File: config.mk
export PLATFORM = sky130hd
export DESIGN_NAME = load_store_unit
export DESIGN_NICKNAME = d
export VERILOG_FILES = /design/src/rtl/lsu_pkg.sv /design/src/rtl/lsu_lane_align.sv /design/src/rtl/load_store_unit.sv
export SDC_FILE = /design/constraint.sdc
export NUM_CORES = 1
export LEC_CHECK = 0
export ABC_CLOCK_PERIOD_IN_PS = 3400
export CORE_AREA = 3 3 137 139
export DETAILED_ROUTE_END_ITERATION = 7
export DIE_AREA = 0 0 140 142
export GPL_TIMING_DRIVEN = 0
export PLACE_DENSITY = 0.85
export SLEW_MARGIN = 40
export SYNTH_ARGS = -nofsm -noshare
export SYNTH_HDL_FRONTEND = slang
export SYNTH_SLANG_ARGS = --single-unit
File: constraint.sdc
create_clock -name clk -period 3.4 [get_ports clk]
set_input_delay 0.51 -clock clk [delete_from_list [all_inputs] [get_ports clk]]
set_output_delay 0.51 -clock clk [all_outputs]
set_load 0.05 [all_outputs]
File: src/rtl/lsu_pkg.sv
// Shared encodings and the alignment rule for the load/store unit.
package lsu_pkg;

    localparam int unsigned SizeW = 2;
    localparam int unsigned WordW = 32;

    localparam logic [SizeW-1:0] SZ_BYTE = 2'b00;
    localparam logic [SizeW-1:0] SZ_HALF = 2'b01;
    localparam logic [SizeW-1:0] SZ_WORD = 2'b10;

    typedef enum logic [1:0] {
        S_IDLE = 2'b00,
        S_RD   = 2'b01,
        S_WR   = 2'b10,
        S_RESP = 2'b11
    } state_e;

    // Size 2'b11 is never legal; otherwise the access must sit inside one word lane group.
    function automatic logic misaligned(input logic [SizeW-1:0] size, input logic [1:0] offset);
        logic bad;
        case (size)
            SZ_BYTE: bad = 1'b0;
            SZ_HALF: bad = offset[0];
            SZ_WORD: bad = |offset;
            default: bad = 1'b1;
        endcase
        return bad;
    endfunction

endpackage

File: src/rtl/lsu_lane_align.sv
// Little-endian lane select/extension for loads and lane merge for sub-word stores.
module lsu_lane_align
    import lsu_pkg::*;
(
    input  logic [SizeW-1:0] size_i,
    input  logic             unsigned_i,
    input  logic [1:0]       offset_i,
    input  logic [WordW-1:0] rdata_i,
    input  logic [WordW-1:0] wdata_i,
    output logic [WordW-1:0] load_data_c_o,
    output logic [WordW-1:0] merge_data_c_o
);

    logic [7:0]  byte_sel;
    logic [15:0] half_sel;

    always_comb begin
        byte_sel       = rdata_i[{offset_i, 3'b000} +: 8];
        half_sel       = rdata_i[{offset_i[1], 4'b0000} +: 16];
        load_data_c_o  = rdata_i;
        merge_data_c_o = rdata_i;
        case (size_i)
            SZ_BYTE: begin
                load_data_c_o = {{24{byte_sel[7] & ~unsigned_i}}, byte_sel};
                merge_data_c_o[{offset_i, 3'b000} +: 8] = wdata_i[7:0];
            end
            SZ_HALF: begin
                load_data_c_o = {{16{half_sel[15] & ~unsigned_i}}, half_sel};
                merge_data_c_o[{offset_i[1], 4'b0000} +: 16] = wdata_i[15:0];
            end
            default: begin
                load_data_c_o  = rdata_i;
                merge_data_c_o = wdata_i;
            end
        endcase
    end

endmodule

File: src/rtl/load_store_unit.sv
// Turns byte/half/word CPU loads and stores into whole-word memory accesses,
// using read-modify-write for sub-word stores and rejecting misaligned requests.
module load_store_unit
    import lsu_pkg::*;
#(
    parameter int unsigned AddrWidth = 32,
    parameter int unsigned width     = 32
) (
    input  logic                 clk,
    input  logic                 rst_n,
    input  logic                 req_valid,
    output logic                 req_ready,
    input  logic                 req_write,
    input  logic [1:0]           req_size,
    input  logic                 req_unsigned,
    input  logic [AddrWidth-1:0] req_addr,
    input  logic [width-1:0]     req_wdata,
    output logic                 resp_valid,
    output logic [width-1:0]     resp_rdata,
    output logic                 resp_error,
    output logic                 mem_read,
    output logic                 mem_write,
    output logic [AddrWidth-1:0] mem_addr,
    output logic [width-1:0]     mem_wdata,
    input  logic [width-1:0]     mem_rdata
);

    state_e                 state_q;
    logic                   ready_q;
    logic [AddrWidth-1:0]   addr_q;
    logic [SizeW-1:0]       size_q;
    logic                   unsigned_q;
    logic                   write_q;
    logic [width-1:0]       wdata_q;
    logic                   resp_valid_q;
    logic                   resp_error_q;
    logic [width-1:0]       resp_rdata_q;
    logic                   mem_read_q;
    logic                   mem_write_q;
    logic [AddrWidth-1:0]   mem_addr_q;
    logic [width-1:0]       mem_wdata_q;
    logic [width-1:0]       load_data;
    logic [width-1:0]       merge_data;

    // Lane logic works on the word being read this cycle and the latched request.
    lsu_lane_align u_lane_align (
        .size_i         (size_q),
        .unsigned_i     (unsigned_q),
        .offset_i       (addr_q[1:0]),
        .rdata_i        (mem_rdata),
        .wdata_i        (wdata_q),
        .load_data_c_o  (load_data),
        .merge_data_c_o (merge_data)
    );

    always_ff @(posedge clk or negedge rst_n) begin
        if (!rst_n) begin
            state_q      <= S_IDLE;
            ready_q      <= 1'b1;
            addr_q       <= '0;
            size_q       <= '0;
            unsigned_q   <= 1'b0;
            write_q      <= 1'b0;
            wdata_q      <= '0;
            resp_valid_q <= 1'b0;
            resp_error_q <= 1'b0;
            resp_rdata_q <= '0;
            mem_read_q   <= 1'b0;
            mem_write_q  <= 1'b0;
            mem_addr_q   <= '0;
            mem_wdata_q  <= '0;
        end else begin
            case (state_q)
                S_IDLE: begin
                    if (req_valid) begin
                        ready_q    <= 1'b0;
                        addr_q     <= req_addr;
                        size_q     <= req_size;
                        unsigned_q <= req_unsigned;
                        write_q    <= req_write;
                        wdata_q    <= req_wdata;
                        if (misaligned(req_size, req_addr[1:0])) begin
                            state_q      <= S_RESP;
                            resp_valid_q <= 1'b1;
                            resp_error_q <= 1'b1;
                            resp_rdata_q <= '0;
                        end else if (req_write && req_size == SZ_WORD) begin
                            state_q     <= S_WR;
                            mem_write_q <= 1'b1;
                            mem_addr_q  <= {req_addr[AddrWidth-1:2], 2'b00};
                            mem_wdata_q <= req_wdata;
                        end else begin
                            state_q    <= S_RD;
                            mem_read_q <= 1'b1;
                            mem_addr_q <= {req_addr[AddrWidth-1:2], 2'b00};
                        end
                    end
                end
                S_RD: begin
                    mem_read_q <= 1'b0;
                    if (write_q) begin
                        state_q     <= S_WR;
                        mem_write_q <= 1'b1;
                        mem_addr_q  <= {addr_q[AddrWidth-1:2], 2'b00};
                        mem_wdata_q <= merge_data;
                    end else begin
                        state_q      <= S_RESP;
                        resp_valid_q <= 1'b1;
                        resp_error_q <= 1'b0;
                        resp_rdata_q <= load_data;
                    end
                end
                S_WR: begin
                    mem_write_q  <= 1'b0;
                    state_q      <= S_RESP;
                    resp_valid_q <= 1'b1;
                    resp_error_q <= 1'b0;
                    resp_rdata_q <= '0;
                end
                S_RESP: begin
                    resp_valid_q <= 1'b0;
                    resp_error_q <= 1'b0;
                    ready_q      <= 1'b1;
                    state_q      <= S_IDLE;
                end
                default: begin
                    state_q <= S_IDLE;
                    ready_q <= 1'b1;
                end
            endcase
        end
    end

    assign req_ready  = ready_q;
    assign resp_valid = resp_valid_q;
    assign resp_error = resp_error_q;
    assign resp_rdata = resp_rdata_q;
    assign mem_read   = mem_read_q;
    assign mem_write  = mem_write_q;
    assign mem_addr   = mem_addr_q;
    assign mem_wdata  = mem_wdata_q;

endmodule

==> results of run 1 <==
==> worst reg2reg max path: cells and delay by family, from the launching register on <==
family | cells | cell delay, ns
DFF | 1 | 0.49
and+or+nand+nor | 2 | 0.83
adders and majority gates | 1 | 0.35
buffers and inverters | 4 | 0.98
AOI/OAI and AO/OA | 2 | 0.47
==> per-layer routing <==
metal	global-route usage (%)	vias up	wire length [um]	share of wire, %
met1	35.3	3805	10900	39
met4	12.4	0	1280	4.6
met2	45.0	459	12900	46
li1	-	3380	-	-
met5	0	-	0	0
met3	8.84	90	2820	10
==> stage by stage <==
stage               total power [mW]  utilization [%]  instances  worst slack [ns]
finish                          13.8             66.1       1249             0.216
global route                    14.4             66.1       1249            0.0864
CTS                             13.7             66.1       1249             0.299
detailed placement              11.7             62.8       1217             0.323
global placement                11.5             62.4       1215             -5.07
floorplan                       9.14                -        786             0.924
==> kinds of logic (layout without fill, tap and decap cells) <==
| logic type | Yosys count | in the layout | share of synthesized area (%) |
|---|---|---|---|
| buf+inv | 82 | 316 | 4.09 |
| other cells | 1 | 2 | 0.0426 |
| fa+ha+maj | 9 | 9 | 1.28 |
| compound gates | 217 | 217 | 17.8 |
| mux | 161 | 161 | 20.6 |
| simple gates | 146 | 146 | 8.17 |
| flops | 169 | 169 | 48.0 |
==> power by group <==
group / internal (mW) / switching (mW)
Sequential: 3.03 / 0.684
Clock: 1.10 / 0.842
Combinational: 3.16 / 4.94
==> cells in the mapped netlist, drive strengths merged (2+ instances only) <==
library cell  instances  share of area [%]
o22a                  2               0.20
buf                  34                2.0
a21oi                40                2.3
clkbuf               31                1.3
a221oi               13                1.3
inv                  16               0.68
nor3                  3               0.23
nor2                 18               0.77
ha                    9                1.3
nand2                65                2.8
and3b                 2               0.20
nor2b                11               0.78
o221ai                9               0.89
a31oi                 4               0.28
a32o                 14                1.6
a221o                 5               0.57
mux2                151                 19
o2bb2ai               8               0.80
a2111oi               3               0.30
and2                  2               0.14
or3b                  2               0.23
a22o                 26                2.6
nand3                20                1.1
o21ai                44                2.7
dfrtp               168                 48
mux2i                 9                1.0
or2                   2               0.14
o22ai                 8               0.57
o31ai                 5               0.43
and3                  3               0.21
o2111ai               8               0.80
a22oi                17                1.4
nand2b               11               0.78
o32ai                 5               0.50
o211ai                2               0.17
==> layout make-up <==
class	instances	area [um2]	area share [%]
well taps	229	287	2.44
multi-input cells	535	4220	35.9
plain buffers	65	297	2.52
clock inverters	13	144	1.22
flip-flops and latches	169	4230	36.0
clock buffers	18	439	3.74
repair buffers	203	2070	17.6
inverters	17	63.8	0.543
==> worst min path at each step <==
stage           startpoint             end  depth (start not counted)
6_report         req_valid      state_q[1]                          3
5_1_grt          req_valid      state_q[1]                          3
4_1_cts          req_valid      state_q[1]                          3
3_5_place_dp         rst_n  resp_rdata[27]                          1
3_3_place_gp   mem_addr[8]     mem_addr[8]                          1
2_1_floorplan        rst_n       addr_q[0]                          0
==> sequential cells by signal (all words and copies together), names as in the netlist <==
register and count:
addr_q 32, mem_addr 30, mem_read 1, mem_wdata 32
mem_write 1, req_ready 1, resp_error 1, resp_rdata 32
resp_valid 1, size_q 2, state_q 2, unsigned_q 1
wdata_q 32, write_q 1
==> results.yml, run 1 <==
setup_path:
  crit_slowest_cell: "nor4b_2"
  cp_top_family: "buffers and inverters"
  arrival_ns: 3.56
  rr_startpoint: "addr_q[1]"
  critPathMaxFanout: 10
  cp.depth: 9
  start_kind: "register"
  slowest_delay_ns: 0.68
  critPathRequiredTime_ns: 3.77
  cp_cell_sequence: "buf_4 -> buf_2 -> buf_2 -> inv_1 -> ha_1 -> nor4b_2 -> nand3_1 -> a31oi_1 -> o22a_1"
  crit_buf_inv: 4
  setup.worst_path.class: "register to register"
  crit_end: "mem_wdata[30]"
  reg2regPathDepth: 9
  r2r_slack_ns: 0.22
  cp-end-kind: "register"
  startpoint: "addr_q[1]"
  reg2reg_to: "mem_wdata[30]"
  crit_path_frequent_cell: "buf_2"
global_route:
  grt_pass1_vias: 7794
  grt_max_degree: 74
  track_usage_pct: 28.1
  grt_pass1_wl_um: 44000
  overflow: 0
  antenna_found_initial: 0
yosys:
  syn-mean-instance-area_um2: 11.2
  syn-cell-area_um2: 8810
  async_reset_ff_share_pct: 100
  synth_seq_area_share_pct: 48.0
  ys_seq_elements: 169
  ys.warnings.count: 0
  synthFlopType: "dfrtp_1"
  netlist_instances: 785
  synth_cell_types: 60
  synth_edf_count: 0
clock_network:
  clk_path_buf_depth: 2
  clockRootBuffer: "clkbuf_16"
  cts_tree: "built"
  cts_resized: 0
  numCtsBuffers: 17
  postCtsSetupBuffers: 0
  hold_buffers: 1
  clk_latency_ns: 0.44
  clock-sinks: 169
  htreeDepth: 4
  path_clk_slew_ns: 0.07
floorplanning:
  rows: 49
  fp.dieW_um: 140
  start_util_pct: 49.5
  core-area_um2: 17800
  dieArea_um2: 19900
  boundaryPins: 204
  die_h_um: 142
timing:
  rsz0062_at_grt: "no"
  period_share_pct: 93.6
  worstMarginPinSlew_ns: 0.839
  whs_ns: 0.417
  slew_violations: 0
  period_needed_ns: 3.18
  hold_viol_final: 0
  fmax_mhz: 314
  maxSlewHeadroom_pct: 43.5
  setup_tns_ns: 0
  finalSetupViolCount: 0
  skew_ns: 0.00822
cells_and_area:
  final_area_um2: 11800
  drive_gt1_share_pct: 21.2
  fin_nets: 1120
  layout_commonest_cell: "clkdlybuf4s50_1"
  n_fill_cell: 1352
  area_delta_synth_final_pct: 33.4
  layout_common_cells: "clkdlybuf4s50_1 (199), dfrtp_1 (168), mux2_2 (148)"
  diodes: 0
place:
  place.port_buffers: 200
  dpl_cell_area_um2: 11200
  dp_hpwl_um: 20700
  gp_congestion: 1.01
detailed_routing:
  drtPass1Iterations: 7
  drcViolationCount: 0
  wl_per_cell_um: 22.3
  vias: 7734
  wl_um: 27900
  vias_per_cell: 6.19
  ant_nets: 0
  drt_iter0_drc: 729
flow_run:
  drv_cap: 0
run_status:
  status: "complete, no violations"
pwr:
  ir_drop_mv: 0.699
  p_leak_nw: 4.85
  powerDensity_nw_per_um2: 1170
worst_hold_path:
  holdCritPathClass: "input port to register"
(Power assumes the default switching activity.)
==> inputs of run 2 (changes only) <==
- CELL_PAD_IN_SITES_DETAIL_PLACEMENT: not set -> 1
- CELL_PAD_IN_SITES_GLOBAL_PLACEMENT: not set -> 2
- CORE_AREA: 3 3 137 139 -> 3 3 170 172
- DIE_AREA: 0 0 140 142 -> 0 0 173 175
==> run 2 against run 1 <==
Effect of this change: combinational power is 1% higher; clock skew is 0.0070 ns higher; via count is 2.9% lower; sequential cell count stayed put; largest cell class unchanged; largest power group unchanged.
==> results.yml, run 2 (synthesis gave the netlist of run 1 again) <==
floorplanning:
  boundaryPins: 204
  die_h_um: 175
  core-area_um2: 27600
  rows: 61
  dieArea_um2: 30300
  start_util_pct: 31.9
  fp.dieW_um: 173
run_status:
  status: "complete, no violations"
detailed_routing:
  vias: 7512
  wl_per_cell_um: 22.6
  drt_iter0_drc: 528
  ant_nets: 0
  vias_per_cell: 5.37
  drtPass1Iterations: 5
  wl_um: 31600
  drcViolationCount: 0
place:
  place.port_buffers: 200
  gp_congestion: 0.879
  dpl.cell_count: 1366
  pre_cts_ws_ns: 0.260
  dp_hpwl_um: 23900
  dpl_cell_area_um2: 11300
global_route:
  grt_pass1_vias: 8015
  track_usage_pct: 20.5
  grt_max_degree: 64
  grt_pass1_wl_um: 48200
  overflow: 0
  antenna_found_initial: 5
setup_path:
  cp_cell_sequence: "buf_4 -> buf_2 -> buf_2 -> inv_1 -> ha_1 -> and4bb_2 -> a221o_1 -> a221oi_1 -> o32ai_1"
  critPathRequiredTime_ns: 3.69
  r2r_slack_ns: 0.20
  reg2reg_to: "mem_wdata[22]"
  reg2regPathDepth: 9
  crit_slowest_cell: "dfrtp_1"
  cp_top_family: "buffers and inverters"
  rr_startpoint: "addr_q[1]"
  slowest_delay_ns: 0.50
  critPathMaxFanout: 10
  crit_buf_inv: 4
  cp-end-kind: "register"
  start_kind: "register"
  setup.worst_path.class: "register to register"
  crit_path_frequent_cell: "buf_2"
  arrival_ns: 3.49
worst_hold_path:
  holdCritPathClass: "input port to register"
  hold_end: "state_q[1]"
  min_path_cells: 3
  min_from: "req_valid"
timing:
  worstMarginPinSlew_ns: 0.730
  skew_ns: 0.0153
  hold_viol_final: 0
  maxSlewHeadroom_pct: 51.3
  period_share_pct: 94.2
  finalSetupViolCount: 0
  setup_tns_ns: 0
  rsz0062_at_grt: "no"
  whs_ns: 0.403
  fmax_mhz: 312
  setup_slack_ns: 0.199
  period_needed_ns: 3.20
  slew_violations: 0
clock_network:
  numCtsBuffers: 17
  clockRootBuffer: "clkbuf_16"
  htreeDepth: 4
  clk_latency_ns: 0.45
  postCtsSetupBuffers: 0
  path_clk_slew_ns: 0.08
  cts_tree: "built"
  clk_path_buf_depth: 2
  clock-sinks: 169
cells_and_area:
  area_delta_synth_final_pct: 35.8
  multi_input_area_um2: 4230
  seq_area_um2: 4230
  final_cells: 1399
  layout_common_cells: "clkdlybuf4s50_1 (199), dfrtp_1 (168), mux2_2 (148)"
  fin_nets: 1120
  layout_commonest_cell: "clkdlybuf4s50_1"
  final_area_um2: 12000
  drive_gt1_share_pct: 21.3
  diodes: 0
  fin_util_pct: 43.3
  n_fill_cell: 3052
pwr:
  powerDensity_nw_per_um2: 1170
  p_leak_nw: 4.87
  ir_drop_mv: 0.639
  total_power_mw: 14.0
flow_run:
  drv_cap: 0
==> run 2: changes by cell type in the layout (fill, tap and decap cells not counted), sizes merged <==
cell      delta
inv          +6
clkbuf       -1
clkinvlp     -2
bufinv       -1
clkinv       -1
==> run 2: worst register-to-register path, stage by stage, from the launching register on <==
cell	delay, ns
dfrtp_1	0.50
buf_4	0.25
buf_2	0.30
buf_2	0.29
inv_1	0.13
ha_1	0.38
and4bb_2	0.32
a221o_1	0.30
a221oi_1	0.44
o32ai_1	0.14
==> run 2: final cells by class <==
cell class / count / area share, %
repair buffers: 203 / 17.3
plain buffers: 65 / 2.48
flip-flops and latches: 169 / 35.4
inverters: 17 / 0.533
clock buffers: 17 / 3.56
well taps: 378 / 3.95
clock inverters: 15 / 1.44
multi-input cells: 535 / 35.4
==> run 2: report_power, final <==
part / total (mW) / leakage, nW / internal, mW / switching (mW)
clock: 2.03 / 0.292 / 1.05 / 0.981
combinational: 8.20 / 2.51 / 3.17 / 5.03
sequential: 3.74 / 2.07 / 3.02 / 0.714
total: 14.0 / 4.87 / 7.25 / 6.73
==> run 2: worst max path at each step <==
| stage | startpoint | end | slack, ns | cells after the start |
|---|---|---|---|---|
| 6_report | addr_q[1] | mem_wdata[22] | 0.20 | 9 |
| 3_3_place_gp | rst_n | resp_rdata[26] | -5.48 | 1 |
| 3_5_place_dp | addr_q[1] | mem_wdata[30] | 0.26 | 9 |
| 2_1_floorplan | addr_q[1] | mem_wdata[18] | 0.92 | 9 |
| 5_1_grt | addr_q[1] | mem_wdata[23] | 0.07 | 9 |
| 4_1_cts | addr_q[1] | mem_wdata[30] | 0.20 | 9 |
==> run 2: metal layers <==
layer  vias to the layer above  part of all wire (%)  track usage [%]
li1                       3383                     -                -
met1                      3787                    43             26.2
met2                       279                    47             33.7
met3                        53                   7.9             6.67
met4                        10                   2.0             5.74
met5                         -                  0.23                0
==> run 2: what timing repair did <==
action                                 4_1_cts  5_1_grt
setup endpoints to repair                    0        1
gates resized for setup                      0        1
hold buffers                                 1        0
endpoints found under the hold margin        5        0
==> inputs of run 3 (changes only) <==
- CORE_AREA: 3 3 170 172 -> 3 3 145 203
- DIE_AREA: 0 0 173 175 -> 0 0 148 206
==> run 3 against run 2 <==
Effect of this change: sequential cell count stayed put; critical endpoint is now mem_wdata[14]; utilization decreased by 0.36 points; cell count fell by 0.71%; setup slack worse by 0.013 ns; sequential power barely moved; combinational power hardly changed.
==> results.yml, run 3 (synthesis gave the netlist of run 1 again) <==
run_status:
  status: "complete, no violations"
setup_path:
  start_kind: "register"
  setup.worst_path.class: "register to register"
  cp_top_family: "buffers and inverters"
  crit_buf_inv: 5
  cp_cell_sequence: "buf_4 -> buf_2 -> buf_2 -> inv_1 -> ha_1 -> and4b_1 -> clkbuf_1 -> a21oi_1 -> o2111ai_1 -> a22o_1"
  reg2regPathDepth: 10
  crit_path_frequent_cell: "buf_2"
  critPathRequiredTime_ns: 3.76
  cp.depth: 10
  slowest_delay_ns: 0.48
  arrival_ns: 3.58
  crit_slowest_cell: "dfrtp_1"
  critPathMaxFanout: 10
  cp-end-kind: "register"
global_route:
  grt_pass1_wl_um: 47800
  antenna_found_initial: 4
  grt_max_degree: 71
  grt_pass1_vias: 8146
  overflow: 0
  track_usage_pct: 20.4
cells_and_area:
  layout_common_cells: "clkdlybuf4s50_1 (199), dfrtp_1 (168), mux2_2 (148)"
  diodes: 0
  fin_nets: 1120
  drive_gt1_share_pct: 21.1
  multi_input_area_um2: 4240
  n_fill_cell: 3104
  seq_area_um2: 4230
  layout_commonest_cell: "clkdlybuf4s50_1"
  area_delta_synth_final_pct: 35.3
clock_network:
  htreeDepth: 4
  clock-sinks: 169
  clockRootBuffer: "clkbuf_16"
  clk_path_buf_depth: 2
  clk_latency_ns: 0.44
  cts_tree: "built"
  path_clk_slew_ns: 0.06
  postCtsSetupBuffers: 0
  numCtsBuffers: 17
place:
  place.port_buffers: 200
  dp_hpwl_um: 24400
  pre_cts_ws_ns: 0.153
  gp_congestion: 0.888
timing:
  hold_viol_final: 0
  worstMarginPinSlew_ns: 0.792
  finalSetupViolCount: 0
  period_needed_ns: 3.21
  skew_ns: 0.0123
  rsz0062_at_grt: "no"
  setup_slack_ns: 0.185
  fmax_mhz: 311
  slew_violations: 0
  period_share_pct: 94.5
  maxSlewHeadroom_pct: 47.2
floorplanning:
  start_util_pct: 31.7
  rows: 72
  boundaryPins: 204
  core-area_um2: 27700
  die_h_um: 206
  dieArea_um2: 30500
  fp.dieW_um: 148
detailed_routing:
  wl_per_cell_um: 22.5
  wl_um: 31200
  drtPass1Iterations: 5
  vias: 7464
  ant_nets: 0
  drt_iter0_drc: 354
  drcViolationCount: 0
  vias_per_cell: 5.37
pwr:
  total_power_mw: 13.8
  powerDensity_nw_per_um2: 1160
  p_leak_nw: 4.84
  ir_drop_mv: 0.502
worst_hold_path:
  holdCritPathClass: "input port to register"
  min_path_cells: 3
flow_run:
  drv_cap: 0
run 3: changes by cell type in the layout (fill, tap and decap cells not counted):
cell / previous run / this run
a221oi_1: 13 / 11
a221oi_2: 0 / 2
clkbuf_1: 31 / 33
clkbuf_8: 0 / 3
clkinv_2: 1 / 4
clkinv_4: 1 / 0
clkinv_8: 2 / 0
clkinvlp_4: 1 / 3
inv_6: 5 / 0
inv_8: 4 / 0
run 3: cell type report:
class / count / area share, %
flip-flops and latches: 169 / 35.5
well taps: 370 / 3.89
clock buffers: 22 / 3.98
plain buffers: 65 / 2.49
repair buffers: 203 / 17.4
multi-input cells: 535 / 35.6
clock inverters: 8 / 0.609
inverters: 17 / 0.536
run 3: layer usage:
metal | share of wire [%] | GRT usage, % | up-vias
li1 | - | - | 3377
met1 | 37 | 21.5 | 3802
met2 | 53 | 37.5 | 216
met3 | 5.2 | 5.59 | 61
met4 | 4.4 | 9.51 | 8
met5 | 0.16 | 0 | -
run 3: power breakdown:
group / switching [mW] / total (mW) / leakage [nW] / internal (mW)
sequential: 0.714 / 3.74 / 2.07 / 3.03
combinational: 5.04 / 8.22 / 2.51 / 3.17
clock: 0.800 / 1.85 / 0.264 / 1.05
total: 6.55 / 13.8 / 4.84 / 7.25
run 3: final timing paths:
path	start	endpoint	slack [ns]
setup / recovery	addr_q[1]	mem_wdata[14]	0.19
hold / removal	req_valid	state_q[1]	0.42
setup reg to reg	addr_q[1]	mem_wdata[14]	0.19
hold reg to reg	mem_addr[6]	mem_addr[6]	0.49
max in group asynchronous	rst_n	addr_q[26]	2.21
min in group asynchronous	rst_n	resp_rdata[4]	0.53
run 3: per-stage QoR:
stage               instances  instance area, um2  hold slack [ns]  util (%)  setup TNS (ns)
detailed placement       1358               11300            0.399      40.9               0
global route             1389               11900            0.445      42.9               0
CTS                      1389               11900            0.398      42.9               0
finish                   1389               11900            0.415      42.9               0
floorplan                 786                8810            0.214         -               0
global placement         1356               11300            0.473      40.6         -894.67
run 3: timing repair:
action | in CTS | in global routing
hold buffers | 1 | 0
gates resized for setup | 0 | 2
endpoints found under the setup margin | 0 | 2
endpoints found under the hold margin | 28 | 0
run 3: worst register-to-register path: stages, from the launching register on:
cell and delay (ns):
dfrtp_1 0.48, buf_4 0.24, buf_2 0.28, buf_2 0.29, inv_1 0.14, ha_1 0.41, and4b_1 0.23, clkbuf_1 0.36
a21oi_1 0.13, o2111ai_1 0.39, a22o_1 0.20
==> RTL edit 1 (config.mk and constraints of run 3) <==
Make the reset (`rst_n`) synchronous in one clocked block.
--- a/src/rtl/load_store_unit.sv
+++ b/src/rtl/load_store_unit.sv
@@ -53,7 +53,7 @@
         .merge_data_c_o (merge_data)
     );
 
-    always_ff @(posedge clk or negedge rst_n) begin
+    always_ff @(posedge clk) begin
         if (!rst_n) begin
             state_q      <= S_IDLE;
             ready_q      <= 1'b1;
Formal check against the unedited RTL: differs if rst_n is asserted again (counterexample within 4 cycles, from zero or initial values and one cycle with rst_n low); with rst_n held inactive, the same outputs for 4 cycles.
==> RTL edit 1 against run 3 <==
Clock power up 14%; total power down 29%; sequential share of layout area down 5.9 points; critical path type unchanged; setup slack better by 0.17 ns; cell area down 4.1%; wire length up 13%; sequential cell count unchanged; area after synthesis down 5.2%; synthesized cell count up 28%; non-clock buffer count up 31.
==> RTL edit 1: results (changes against run 3) <==
status=complete, no violations; Total GRT Usage=22.8% (+2.4 points); CP Data Arrival Time=3.42 ns (-0.16 ns); post-synthesis sequential area ratio=40.5% (-7.5 points); worst r2r src=addr_q[1]; crit-path max cell delay=0.55 ns (+0.07 ns); CTS resizes=0 (unchanged); GPL Wtd Cong=0.924 (+4.0%); worst vdd ir=434 µV (-13%); Final nets=1,336 (+19%); CTS Buf Count=17 (unchanged); share of cells above drive strength 1=10.9% (-10 points); Post-Place Worst Slack=0.402 ns (+0.249 ns); final wirelength=35,300 µm (+13%); Final HPWL DP=27,600 µm (+13%); Vias=8,634 (+16%); adder-cell share of the synthesized area=1.35% (+0.070 points); Synth Area in XOR/XNOR=0% (unchanged); Iter 0 DRT Violations=484 (+37%); initial antenna violation count=1 (-3); WHS Path Cells=3 (unchanged); CP max FO=10 (unchanged); post-synthesis mux area share=3.55% (-17 points); Detailed Routing Iterations Pass 1=4 (-1); Mapped Cells=1,005 (+28%); HP Class=input port to register; final instance area=11,400 µm² (-4.1%); antenna cells=0 (unchanged); synth cell count leaders=195 x nand2_1, 169 x dfxtp_1, 109 x a21oi_1; Unique masters post-synth=63 (+5.0%); Slew @ Worst Pin=0.845 ns (+0.0527 ns); Clock Path Buffers=2 (unchanged); final hold slack=0.448 ns (+0.0332 ns); Synth Area in Compound Gates=29.2% (+11 points); Worst-path clk slew=0.07 ns; Skew-Pair Late Insertion Delay=0.45 ns; number of global-route vias before repair=9,008 (+11%); fraction of registers with async set/reset=0% (-100 points); R2R setup slack=0.36 ns (+0.17 ns); I/O Buffers=199 (-0.50%); largest net degree at the start of global routing=17 (-76%); Switch Pwr=4.39 mW (-33%); synth warn=0 (unchanged); WHS Endpoint=state_q[0]; setup bufs post-CTS=0 (unchanged); dpl cell area=10,800 µm² (-4.6%); Crit-path slowest cell=nor3b_2; depth of the CTS H-tree=4 (unchanged); Worst Skew=0.0114 ns (-0.000955 ns); root buffer cell=clkbuf_16; first-pass GRT wire length=53,500 µm (+12%); Vias/cell=5.38 (about the same); R2R cell count=8 (-2); Static Leak=4.07 nW (-16%); fill cell count=3,329 (+7.2%); reg2reg end=mem_wdata[23]; dominant cells by area after synthesis=dfxtp_1 41%, nand2_1 8.8%, a21oi_1 6.5%
-- RTL edit 1: cell count changes after synthesis, sizes merged, moves of 18 or more --
cell / run 3 / this run
a21oi: 40 / 109
a31oi: 4 / 39
dfxtp: 0 / 169
a31o: 0 / 18
clkbuf: 31 / 66
inv: 16 / 43
mux2: 151 / 11
nand2: 65 / 195
dfrtp: 168 / 0
o221a: 0 / 31
o21ai: 44 / 14
nor3b: 1 / 32
-- RTL edit 1: worst max-delay path, delay by kind of cell (launching register included) --
| kind | cells | cell delay, ns |
|---|---|---|
| AOI/OAI and AO/OA | 3 | 0.99 |
| DFF | 1 | 0.36 |
| buffers and inverters | 3 | 0.71 |
| adders and majority gates | 1 | 0.36 |
| and+or+nand+nor | 1 | 0.55 |
-- RTL edit 1: cell type report --
class                      count  share of cell area [%]
multi-input combinational    694                    38.3
sequential                   169                    29.6
timing repair buffer         199                    17.4
tap                          370                    4.05
clock buffer                  18                    3.84
buffer                       100                    3.80
clock inverter                13                    1.54
inverter                      43                    1.41
-- RTL edit 1: power by group through the flow --
stage	Combinational (mW)	Sequential, mW	Clock [mW]
final	4.91	2.73	2.11
after global routing	5.26	2.78	2.22
after CTS	4.93	2.73	2.13
after detailed placement	4.91	2.77	0
after global placement	4.86	2.77	0
after floorplan	2.27	3.66	0
-- RTL edit 1: worst max path at each step --
stage                     slack, ns      start  cells past startpoint       endpoint
after floorplan                0.95  addr_q[1]                      8  mem_wdata[20]
after detailed placement       0.40  addr_q[1]                      8  mem_wdata[23]
after CTS                      0.39  addr_q[1]                      8  mem_wdata[23]
final                          0.36  addr_q[1]                      8  mem_wdata[23]
after global routing           0.25  addr_q[1]                      8  mem_wdata[23]
after global placement         0.44  addr_q[1]                      8  mem_wdata[23]
-- RTL edit 1: logic make-up after synthesis --
group | count (synthesis)
other | 1
adders and majority gates | 9
muxes | 27
and+or+nand+nor | 322
DFF | 169
AOI/OAI and AO/OA | 334
buffers and inverters | 143
-- RTL edit 1: routing by layer --
metal | up-vias | part of all wire (%) | track usage, %
li1 | 4077 | - | -
met1 | 4227 | 39 | 25.1
met2 | 256 | 52 | 41.8
met3 | 72 | 4.7 | 5.02
met4 | 2 | 4.2 | 10.0
met5 | - | 0.037 | 0
-- RTL edit 1: per-stage QoR --
stage	util, %	total power [mW]
after detailed placement	39.0	7.68
final	41.2	9.75
after CTS	41.2	9.79
after global routing	41.2	10.3
after floorplan	-	5.93
after global placement	39.0	7.62
==> RTL edit 2 (config.mk and constraints of run 3) <==
Made on the original files. Change the parameter `AddrWidth` from 32 to 48.
--- a/src/rtl/load_store_unit.sv
+++ b/src/rtl/load_store_unit.sv
@@ -3,7 +3,7 @@
 module load_store_unit
     import lsu_pkg::*;
 #(
-    parameter int unsigned AddrWidth = 32,
+    parameter int unsigned AddrWidth = 48,
     parameter int unsigned width     = 32
 ) (
     input  logic                 clk,
Ports: changed (resized mem_addr and req_addr); port bits go from 204 to 236. The function was not compared with the original's and may differ.
==> RTL edit 2 against run 3 <==
Cell area rose by 16%; sequential cell count grew 32; setup slack improved by 0.089 ns; area after synthesis rose by 16%; wire length grew 16%; total power grew 17%; die area unchanged; clock skew is 0.0065 ns higher; largest cell class is now sequential cells; highest routed layer unchanged.
==> RTL edit 2: results (changes against run 3) <==
status=complete, no violations; Non-Clock Buffer Area Fraction=20.1% (+0.22 points); Post-Place Worst Slack=-0.0490 ns (-0.202 ns); post-synthesis mux area share=21.3% (+0.69 points); depth of the CTS H-tree=1 (-3); Worst Skew=0.0189 ns (+0.00654 ns); share of cells above drive strength 1=22.5% (+1.4 points); nonclk inv count=22 (+5); Synth Area in Compound Gates=15.8% (-2.0 points); final instance area=13,800 µm² (+16%); area of the multi-input gates=4750 µm² (+12%); synth cell count leaders=200 x dfrtp_1, 189 x mux2_2, 108 x nand2_1; sequential logic power=4.45 mW (+19%); Detailed Routing Iterations Pass 1=7 (+2); WL met2=19,600 µm (+18%); adder-cell share of the synthesized area=1.10% (-0.17 points); CP Data Arrival Time=3.57 ns (about the same); Power Total=16.2 mW (+17%); Crit-path slowest cell=nor3b_2; WL met3=2660 µm (+63%); syn_area_per_cell=11.4 µm² (+1.4%); dpl cell area=13,100 µm² (+15%); post-synthesis sequential area ratio=49.3% (+1.3 points); Seq Cell Count=201 (+19%); worst vdd ir=768 µV (+53%); Unique masters post-synth=59 (-1.7%); Skew-Pair Late Insertion Delay=0.51 ns (+0.07 ns); R2R setup slack=0.27 ns (+0.09 ns); max_slew headroom=41.2% (-6.0 points); comb_multi_in=599 (+12%); WL met1=13,100 µm (+13%); Clock Path Buffers=3 (+1); CP top delay family=compound AO/OA/AOI/OAI gates; P_int=8.62 mW (+19%); final hold slack=0.471 ns (+0.0559 ns); final wirelength=36,300 µm (+16%); Static Leak=5.85 nW (+21%); clock buffers=31 (+41%)
[RTL edit 2: cell families after synthesis]
group / Yosys count
other: 1
buffers and inverters: 98
AO/OA/AOI/OAI: 211
flip-flops: 201
adder cells (fa/ha/maj): 9
AND/OR/NAND/NOR: 185
multiplexers: 192
[RTL edit 2: path summary, 6_finish.rpt]
path	from	to	cells after the start
worst max-delay path	addr_q[1]	mem_wdata[16]	7
min in group asynchronous	rst_n	mem_addr[34]	2
worst min register to register	resp_rdata[21]	resp_rdata[21]	1
worst min-delay path	resp_rdata[21]	resp_rdata[21]	1
worst max register to register	addr_q[1]	mem_wdata[16]	7
max in group asynchronous	rst_n	req_ready	4
[RTL edit 2: routing by layer]
metal  vias up  GRT usage, %
met4         2          5.71
met1      4269          24.7
met2       252          44.9
li1       3831             -
met5         -             0
met3        50          6.65
[RTL edit 2: repair_timing]
action                                 CTS  global route
hold buffers                             1             0
endpoints found under the hold margin   40             0
setup endpoints to repair                6             0
resized for setup                        1             0
